==> src/rtl/fsm_reg_pkg.sv <==
// -----------------------------------------------------------------------------
// fsm_reg_pkg
//   Shared definitions for the FSM register family.
//   - mode_e         : 3-bit operation select used by the state-register blocks
//   - MODE_W         : width of the mode field
//   - mode_is_count  : true for the modes that behave as an up/down counter
// -----------------------------------------------------------------------------
package fsm_reg_pkg;

    localparam int MODE_W = 3;

    // Operation encodings. Future FSM blocks must keep these values stable
    // because software and other blocks decode them directly.
    typedef enum logic [MODE_W-1:0] {
        MODE_HOLD  = 3'b000,
        MODE_LOAD  = 3'b001,
        MODE_SHL   = 3'b010,
        MODE_SHR   = 3'b011,
        MODE_INC   = 3'b100,
        MODE_DEC   = 3'b101,
        MODE_INV   = 3'b110,
        MODE_CLEAR = 3'b111
    } mode_e;

    // Counter modes are the only ones that can raise the wrap flag.
    function automatic logic mode_is_count(input mode_e m);
        return (m == MODE_INC) || (m == MODE_DEC);
    endfunction

endpackage : fsm_reg_pkg

==> src/rtl/fsm_dff_cell.sv <==
// -----------------------------------------------------------------------------
// fsm_dff_cell
//   One bit of storage: a D flip-flop with asynchronous active-low reset to
//   the RESET_VAL parameter.
//   Ports:
//     clk   - clock, rising edge
//     rst_n - asynchronous active-low reset, forces q to RESET_VAL
//     d     - next value
//     q     - stored value
//     nq    - complement of q (derived, not a second flop)
// -----------------------------------------------------------------------------
module fsm_dff_cell #(
    parameter logic RESET_VAL = 1'b0
) (
    input  logic clk,
    input  logic rst_n,
    input  logic d,
    output logic q,
    output logic nq
);

    always_ff @(posedge clk or negedge rst_n) begin
        if (!rst_n) begin
            q <= RESET_VAL;
        end else begin
            q <= d;
        end
    end

    // Derived from q so it tracks q during reset as well.
    assign nq = ~q;

endmodule : fsm_dff_cell

==> src/rtl/fsm_state_reg.sv <==
// -----------------------------------------------------------------------------
// fsm_state_reg
//   Multi-mode state register: hold, parallel load, shift left/right, count
//   up/down, invert and synchronous clear. Two registered status flags report
//   whether the value changed and whether the counter wrapped at the last edge.
//
//   Parameters:
//     WIDTH     - register width in bits, legal range 2..32
//     RESET_VAL - value loaded by rst_n and by MODE_CLEAR
//
//   Ports:
//     clk     - clock, all state changes on the rising edge
//     rst_n   - asynchronous active-low reset
//     mode    - operation select (fsm_reg_pkg::mode_e), sampled every edge
//     d       - parallel load data
//     sin_r   - serial input entering bit 0 on SHL
//     sin_l   - serial input entering bit WIDTH-1 on SHR
//     q       - registered state
//     nq      - bitwise complement of q
//     changed - 1 for the cycle after an edge that altered q
//     wrap    - 1 for the cycle after an INC F..F->0 or DEC 0->F..F edge
//
//   All outputs come straight from the storage cells, so there is no
//   combinational path from any input to any output.
// -----------------------------------------------------------------------------
module fsm_state_reg
    import fsm_reg_pkg::*;
#(
    parameter int               WIDTH     = 4,
    parameter logic [WIDTH-1:0] RESET_VAL = '0
) (
    input  logic             clk,
    input  logic             rst_n,
    input  logic [2:0]       mode,
    input  logic [WIDTH-1:0] d,
    input  logic             sin_r,
    input  logic             sin_l,
    output logic [WIDTH-1:0] q,
    output logic [WIDTH-1:0] nq,
    output logic             changed,
    output logic             wrap
);

    localparam logic [WIDTH-1:0] ALL_ONES = {WIDTH{1'b1}};
    localparam logic [WIDTH-1:0] ALL_ZERO = {WIDTH{1'b0}};
    localparam logic [WIDTH-1:0] ONE      = {{(WIDTH-1){1'b0}}, 1'b1};

    // Storage layout: [WIDTH-1:0] = q, [WIDTH] = changed, [WIDTH+1] = wrap.
    localparam int               NCELLS   = WIDTH + 2;
    localparam logic [NCELLS-1:0] CELL_RST = {2'b00, RESET_VAL};

    logic [WIDTH-1:0]  q_next;
    logic              changed_next;
    logic              wrap_next;
    logic [NCELLS-1:0] cell_d;
    logic [NCELLS-1:0] cell_q;
    logic [NCELLS-1:0] cell_nq;
    mode_e             mode_sel;

    assign mode_sel = mode_e'(mode);

    // -------------------------------------------------------------------------
    // Next-state multiplexer, indexed by mode. Each mode acts on the current
    // registered q, so consecutive different modes chain edge after edge.
    // -------------------------------------------------------------------------
    always_comb begin
        q_next    = q;
        wrap_next = 1'b0;
        case (mode_sel)
            MODE_HOLD:  q_next = q;
            MODE_LOAD:  q_next = d;
            MODE_SHL:   q_next = {q[WIDTH-2:0], sin_r};
            MODE_SHR:   q_next = {sin_l, q[WIDTH-1:1]};
            MODE_INC: begin
                q_next    = q + ONE;
                wrap_next = (q == ALL_ONES);
            end
            MODE_DEC: begin
                q_next    = q - ONE;
                wrap_next = (q == ALL_ZERO);
            end
            MODE_INV:   q_next = ~q;
            MODE_CLEAR: q_next = RESET_VAL;
            default:    q_next = q;
        endcase
    end

    // Compared against the value actually held, so LOAD of the same value or
    // CLEAR while already at RESET_VAL reports no change.
    assign changed_next = (q_next != q);

    assign cell_d = {wrap_next, changed_next, q_next};

    // -------------------------------------------------------------------------
    // Storage: one cell per bit of q plus one each for the two flags. The flag
    // cells reset to 0, the q cells to the matching bit of RESET_VAL.
    // -------------------------------------------------------------------------
    for (genvar i = 0; i < NCELLS; i++) begin : g_cell
        fsm_dff_cell #(
            .RESET_VAL (CELL_RST[i])
        ) u_cell (
            .clk   (clk),
            .rst_n (rst_n),
            .d     (cell_d[i]),
            .q     (cell_q[i]),
            .nq    (cell_nq[i])
        );
    end

    assign q       = cell_q[WIDTH-1:0];
    assign nq      = cell_nq[WIDTH-1:0];
    assign changed = cell_q[WIDTH];
    assign wrap    = cell_q[WIDTH+1];

    // The flag cells' complement outputs have no consumer.
    logic unused_flag_nq;
    assign unused_flag_nq = ^cell_nq[NCELLS-1:WIDTH];

endmodule : fsm_state_reg

==> config.mk <==
export PLATFORM = sky130hd
export DESIGN_NAME = fsm_state_reg
export DESIGN_NICKNAME = d
export VERILOG_FILES = /design/src/rtl/fsm_reg_pkg.sv /design/src/rtl/fsm_dff_cell.sv /design/src/rtl/fsm_state_reg.sv
export SDC_FILE = /design/constraint.sdc
export NUM_CORES = 1
export LEC_CHECK = 0
export BUFFER_PORTS_ARGS = -buffer_cell sky130_fd_sc_hd__buf_2
export CAP_MARGIN = 20
export CORE_MARGIN = 5
export CORE_UTILIZATION = 27
export DETAILED_ROUTE_END_ITERATION = 10
export PLACE_DENSITY = 0.47
export SLEW_MARGIN = 20
export SYNTH_ARGS = -nofsm -noshare
export SYNTH_HDL_FRONTEND = slang
export SYNTH_SLANG_ARGS = --single-unit
==> constraint.sdc <==
create_clock -name clk -period 2.4 [get_ports clk]
set_clock_uncertainty 0.2 [all_clocks]
set_input_delay 0.24 -clock clk [delete_from_list [all_inputs] [get_ports clk]]
set_output_delay 0.24 -clock clk [all_outputs]
set_load 0.02 [all_outputs]
==> flow_summary_export.csv, run 1 <==
group,metric,value,unit
outcome,status,"finished, final reports clean",
detailed_routing,drt_pass1_iterations,4,
yosys,ys.warnings.count,0,
cells_and_area,fin_area,937,µm²
yosys,synth_top_area_share,0.173,
cts,worstSkewPairLatency,0.24,ns
detailed_routing,drt_iter0_drc,12,
global_routing,grt_usage,0.110,
cells_and_area,reg_top3,"g_cell.u_cell.q x6",
global_routing,grt_max_degree,22,
worst_setup_path,path_max_fanout,13,
yosys,syn_area,870,µm²
yosys,ys.flop_type,"dfrtp_1",
timing,setup_violations,0,
timing,tightest_slew,0.469,ns
pwr,ir_drop,129,µV
placement,dp_hpwl,1.63,mm
worst_setup_path,worstPathRequired,2.30,ns
cts,cts_buffers,3,
global_routing,antenna_found_initial,0,
detailed_routing,ant_nets,0,
worst_setup_path,critPathCaptureType,"flop",
cts,clock_sinks,6,
die,dieArea,4460,µm²
yosys,synth_edf_count,0,
cells_and_area,area_delta_synth_final,7.77,%
cts,postCtsSetupBuffers,0,
timing,fmax,513,MHz
timing,max-slew-margin-rel,0.687,
yosys,synth_cell_types,47,
cts,cts_tree,"done",
pwr,p_per_area,606,nW/µm²
timing,finalWorstSetupSlack,0.451,ns
yosys,ys_async_sr_fraction,1.00,
cells_and_area,largest_register_ffs,6,
cells_and_area,regMostFlops,"g_cell.u_cell.q",
placement,dp_slack,0.444,ns
die,dieWidth,66.8,µm
placement,place_congestion,0.818,
timing,post-route-period-util,0.812,
cts,cts_root_buf,"clkbuf_4",
cells_and_area,final_nets,129,
timing,setup_tns,0,ns
detailed_routing,drc,0,
cells_and_area,n_antenna_cell,0,
yosys,synth.avg_cell_area,8.20,µm²
timing,rsz0062_at_grt,"no",
detailed_routing,drt_wl_total,2.20,mm
timing,slew_violations,0,
pwr,power.leakage,0.407,nW
hold_path,hold_path.class,"input port to asynchronous set/reset pin",
run,maxCapViolCount,0,
cts,clock_path_buffers,2,
placement,portBuffers,20,
die,core,3080,µm²
detailed_routing,via_count,780,
yosys,ys_ff_latch,6,
detailed_routing,wire_per_inst,13.9,µm
cts,clk_pin_slew_worst_paths,0.04,ns
yosys,synthTopCellsByArea,"dfrtp_1, buf_4, a21oi_1",
timing,period_needed,1.95,ns
global_routing,grt_pass1_vias,807,
global_routing,grt_pass1_wl,3.79,mm
placement,place_area,905,µm²
cells_and_area,drive_gt1_frac,0.365,
yosys,syn_inst,106,
yosys,yosysTopAreaCell,"dfrtp_1",
cts,cts-htree-levels,1,
yosys,syn-num-nets,118,
yosys,yosysSeqAreaShare,0.173,
worst_setup_path,crit_type,"flop to flop",
die,dieHeight,66.8,µm
die,ios,21,
detailed_routing,via_per_inst,4.91,
worst_setup_path,worst_setup_path_start_kind,"flop",
timing,hold_viol_final,0,
die,start_util,0.283,
global_routing,grt_remaining_overflow,0,
worst_setup_path,cp.arrival,1.85,ns
die,num_rows,20,
-- path summary, 6_finish.rpt --
path / from / to / slack [ns] / depth (start not counted)
worst max-delay path: g_cell[1].u_cell.q$_DFF_PN0_ / g_cell[4].u_cell.q$_DFF_PN0_ / 0.45 / 6
worst min-delay path: rst_n / g_cell[5].u_cell.q$_DFF_PN0_ / 0.16 / 2
worst max register to register: g_cell[1].u_cell.q$_DFF_PN0_ / g_cell[4].u_cell.q$_DFF_PN0_ / 0.45 / 6
worst min register to register: g_cell[3].u_cell.q$_DFF_PN0_ / g_cell[3].u_cell.q$_DFF_PN0_ / 0.55 / 1
max in group asynchronous: rst_n / g_cell[4].u_cell.q$_DFF_PN0_ / 1.70 / 2
min in group clk: mode[1] / g_cell[3].u_cell.q$_DFF_PN0_ / 0.17 / 4
-- worst max-delay path, cell delays in order, from the launching register on --
cell     delay, ns
dfrtp_1       0.62
xnor2_1       0.14
ha_1          0.33
a32oi_1       0.06
and3_1        0.20
o22ai_1       0.14
nand4_1       0.12
-- synthesized netlist by cell type, types with 2 or more instances --
cell type	number
a21oi_2	5
buf_2	3
nor2_1	8
nor3_2	2
mux2i_1	2
buf_6	4
inv_1	6
xnor2_1	2
nand2_1	5
o21ai_0	3
and3_1	2
and4b_1	2
a21oi_1	10
buf_4	11
nand2b_1	4
dfrtp_1	6
-- kinds of logic after synthesis --
group / share of synthesized area
AND/OR/NAND/NOR: 0.239
buffers and inverters: 0.190
multiplexers: 0.0561
flip-flops: 0.173
AO/OA/AOI/OAI: 0.308
adder cells (fa/ha/maj): 0.0144
XOR/XNOR: 0.0201
-- layout by cell type (no fill, tap or decap), drive strengths merged, types with 2 or more instances in the layout --
cell / count
nor2: 8
nand2b: 4
and4b: 2
xnor2: 2
inv: 6
mux2i: 3
dfrtp: 6
nand3: 2
o22ai: 2
nand2: 6
a21oi: 15
clkbuf: 3
nor2b: 2
nor3: 3
and3: 2
o21ai: 4
buf: 23
-- layer usage --
metal  track usage  up-vias  wire length (µm)
met1         0.145      365              1110
met2         0.184       23               977
met4        0.0381        0                13
met3        0.0135        2               102
li1              -      390                 -
met5             0        -                 0
-- power by group --
group | internal [W] | leakage [nW] | total, W | switching [W]
Clock | 0.0000564 | 0.0138 | 0.0000901 | 0.0000337
Combinational | 0.000132 | 0.321 | 0.000304 | 0.000172
Sequential | 0.000119 | 0.0719 | 0.000174 | 0.0000555
Total | 0.000307 | 0.407 | 0.000568 | 0.000261
-- timing repair --
| item | in CTS | in global routing |
|---|---|---|
| endpoints found under the setup margin | 0 | 0 |
| gates resized for setup | 0 | 0 |
| endpoints found under the hold margin | 6 | 0 |
| hold buffers | 1 | 0 |
-- final cells by class --
cell class | count | area, µm²
fill | 343 | 2140
multi-input combinational | 76 | 554
inverter | 6 | 22.5
tap | 44 | 55.1
clock buffer | 3 | 22.5
timing repair buffer | 24 | 133
sequential | 6 | 150
-- through the flow --
step | util | power (W) | cells | hold WS (ns)
floorplan | - | 0.000452 | 106 | -0.256
global placement | 0.294 | 0.000476 | 155 | -0.133
detailed placement | 0.294 | 0.000479 | 155 | -0.130
CTS | 0.304 | 0.000574 | 159 | 0.162
global route | 0.304 | 0.000618 | 159 | 0.182
finish | 0.304 | 0.000568 | 159 | 0.157
(Power assumes the default switching activity.)
==> inputs of run 2 (changes only) <==
--- a/config.mk
+++ b/config.mk
@@ -5,12 +5,13 @@
 export SDC_FILE = /design/constraint.sdc
 export NUM_CORES = 1
 export LEC_CHECK = 0
+export ABC_AREA = 1
 export BUFFER_PORTS_ARGS = -buffer_cell sky130_fd_sc_hd__buf_2
 export CAP_MARGIN = 20
 export CORE_MARGIN = 5
 export CORE_UTILIZATION = 27
 export DETAILED_ROUTE_END_ITERATION = 10
-export PLACE_DENSITY = 0.47
+export PLACE_DENSITY = 0.5
 export SLEW_MARGIN = 20
 export SYNTH_ARGS = -nofsm -noshare
 export SYNTH_HDL_FRONTEND = slang
==> constraint.sdc (replaced) <==
create_clock -name clk -period 1.7 [get_ports clk]
set_clock_uncertainty 0.2 [all_clocks]
set_input_delay 0.17 -clock clk [delete_from_list [all_inputs] [get_ports clk]]
set_output_delay 0.17 -clock clk [all_outputs]
set_load 0.02 [all_outputs]
==> flow_summary_export.csv, run 2 <==
group,metric,value,unit
outcome,status,"complete, but fails checks",
outcome,failed_checks,"setup timing",
worst_setup_path,worstPathRequired,1.62,ns
worst_setup_path,cp.arrival,1.64,ns
global_routing,grt_pass1_vias,715,
global_routing,grt_max_degree,9,
timing,max-slew-margin-rel,0.762,
cts,cts_tree,"done",
detailed_routing,drt_iter0_drc,34,
global_routing,top_usage_layer,"met2",
yosys,yosysMostFrequentCell,"nand2_1",
cts,worstSkewPairLatency,0.24,ns
timing,setup_violations,1,
cells_and_area,final_common_cell,"nand2_1",
cells_and_area,utilization,0.405,
cells_and_area,regMostFlops,"g_cell.u_cell.q",
yosys,synth_top_area_share,0.229,
yosys,synth_edf_count,0,
die,start_util,0.291,
placement,portBuffers,20,
detailed_routing,drt_wl_total,1.87,mm
timing,hold_viol_final,0,
worst_setup_path,slowest_stage,"dfrtp_1",
cts,cts-htree-levels,1,
detailed_routing,via_count,803,
die,dieArea,3510,µm²
pwr,power.leakage,0.523,nW
global_routing,use_met2,0.167,
placement,placed_cells,169,
cells_and_area,largest_register_ffs,6,
detailed_routing,drc,0,
cells_and_area,reg_top3,"g_cell.u_cell.q x6",
worst_setup_path,crit_path_frequent_cell,"nand2_1",
worst_setup_path,worst_setup_path_start_kind,"flop",
timing,tightest_slew,0.355,ns
global_routing,met1_usage,0.162,
timing,finalWorstSetupSlack,-0.0211,ns
cts,clock_sinks,6,
global_routing,antenna_found_initial,0,
timing,slew_violations,0,
die,ios,21,
die,dieWidth,59.3,µm
timing,fmax,581,MHz
die,dieHeight,59.3,µm
yosys,ys.flop_type,"dfrtp_1",
hold_path,hold_path.class,"input port to asynchronous set/reset pin",
worst_setup_path,max_stage_delay,0.37,ns
yosys,yosysTopAreaCell,"dfrtp_1",
cells_and_area,drive_gt1_frac,0.324,
die,num_rows,17,
yosys,synth.avg_cell_area,5.85,µm²
timing,rsz0062_at_grt,"yes",
worst_setup_path,critPathCaptureType,"flop",
cts,cts_root_buf,"clkbuf_4",
yosys,ys_async_sr_fraction,1.00,
worst_setup_path,reg2reg_depth,11,
detailed_routing,ant_nets,0,
yosys,ys_ff_latch,6,
cells_and_area,fill_cells,269,
yosys,yosysSeqAreaShare,0.229,
timing,post-route-period-util,1.01,
pwr,total_power,0.000740,W
yosys,syn-num-nets,124,
detailed_routing,via_per_inst,4.64,
global_routing,grt_usage,0.113,
worst_setup_path,path_cells,"inv_2, xor2_1, ha_1, nand2_1, nand2_2, o21ai_2, nand2_1, nand2_1, nand2_1, nor2_1, nand2_1",
yosys,syn_area,656,µm²
global_routing,grt_util_met3,0.0218,
run,maxCapViolCount,0,
cells_and_area,final-instance-count-excl-fill,173,
yosys,synth_cell_types,18,
cells_and_area,n_antenna_cell,0,
die,core,2250,µm²
placement,dp_hpwl,1.60,mm
worst_setup_path,path_buf_inv,1,
cts,clk_pin_slew_worst_paths,0.05,ns
detailed_routing,drt_pass1_iterations,4,
timing,hold_slack,0.0769,ns
worst_setup_path,crit_type,"flop to flop",
yosys,synthTopCellsByArea,"dfrtp_1, nand2_1, nand3_1",
timing,setup_tns,-0.0211,ns
cells_and_area,area_delta_synth_final,39.3,%
cells_and_area,final_nets,159,
yosys,syn_inst,112,
detailed_routing,wire_per_inst,10.8,µm
worst_setup_path,critical-path-top-delay-family,"simple AND/OR/NAND/NOR gates",
global_routing,grt_remaining_overflow,0,
cts,cts_buffers,3,
global_routing,grt_pass1_wl,3.06,mm
timing,period_needed,1.72,ns
yosys,netlist_top_cells_count,"nand2_1, inv_1, nand3_1, nor2_1, buf_4",
pwr,ir_drop,466,µV
pwr,p_per_area,810,nW/µm²
cts,clock_path_buffers,2,
yosys,ys.warnings.count,0,
placement,place_congestion,0.823,
worst_setup_path,worstSetupPathDepth,11,
cells_and_area,final_cell_mix,"nand2_1, buf_2, buf_4, inv_1, nand3_1",
worst_setup_path,path_max_fanout,2,
run 2: repair_timing:
action                                  in CTS  in global routing
endpoints found under the setup margin       1                  3
pin swaps                                    0                  0
setup buffers                                0                  1
cloned                                       0                  0
hold endpoints to repair                     6                  0
hold buffers                                 1                  0
gates resized for setup                      3                  2
run 2: worst paths after layout:
kind | from | endpoint | slack, ns
worst max-delay path | g_cell[1].u_cell.q$_DFF_PN0_ | g_cell[4].u_cell.q$_DFF_PN0_ | -0.02
worst min-delay path | rst_n | g_cell[0].u_cell.q$_DFF_PN0_ | 0.08
worst max register to register | g_cell[1].u_cell.q$_DFF_PN0_ | g_cell[4].u_cell.q$_DFF_PN0_ | -0.02
worst min register to register | g_cell[3].u_cell.q$_DFF_PN0_ | g_cell[5].u_cell.q$_DFF_PN0_ | 0.47
max in group asynchronous | rst_n | g_cell[4].u_cell.q$_DFF_PN0_ | 1.07
min in group clk | sin_r | g_cell[0].u_cell.q$_DFF_PN0_ | 0.15
run 2: area by class of cell:
class / count / area, µm² / area share
Multi-Input combinational cell: 80 / 380 / 0.416
Timing Repair Buffer: 40 / 265 / 0.290
Sequential cell: 6 / 150 / 0.164
Inverter: 16 / 60.1 / 0.0658
Tap cell: 28 / 35.0 / 0.0384
Clock buffer: 3 / 22.5 / 0.0247
run 2: cells by family (layout without fill, tap and decap cells):
logic type / count (synthesis) / count (layout) / share of synthesized area
adder cells (fa/ha/maj): 1 / 1 / 0.0191
AO/OA/AOI/OAI: 11 / 11 / 0.101
AND/OR/NAND/NOR: 67 / 67 / 0.429
XOR/XNOR: 1 / 1 / 0.0134
buffers and inverters: 26 / 59 / 0.208
flip-flops: 6 / 6 / 0.229
run 2: per-layer routing:
layer,vias up,part of all wire
met4,0,0
met1,360,0.48
met2,25,0.44
met3,0,0.081
li1,418,-
met5,-,0
run 2: power breakdown:
| part | total [W] | internal (W) | switching (W) |
|---|---|---|---|
| Clock | 0.000128 | 0.0000796 | 0.0000480 |
| Combinational | 0.000422 | 0.000177 | 0.000245 |
| Sequential | 0.000190 | 0.000167 | 0.0000227 |
| Total | 0.000740 | 0.000424 | 0.000316 |
run 2: through the flow:
step | area [µm²] | worst slack [ns]
CTS | 911 | -0.0301
detailed placement | 870 | -0.0673
finish | 913 | -0.0211
floorplan | 656 | -0.0415
global route | 913 | -0.208
global placement | 870 | -0.0566
run 2: worst register-to-register path, cell delays in order (launching register included):
cell and delay, ns:
dfrtp_1 0.37, inv_2 0.05, xor2_1 0.15, ha_1 0.27
nand2_1 0.08, nand2_2 0.06, o21ai_2 0.12, nand2_1 0.06
nand2_1 0.05, nand2_1 0.05, nor2_1 0.08, nand2_1 0.05
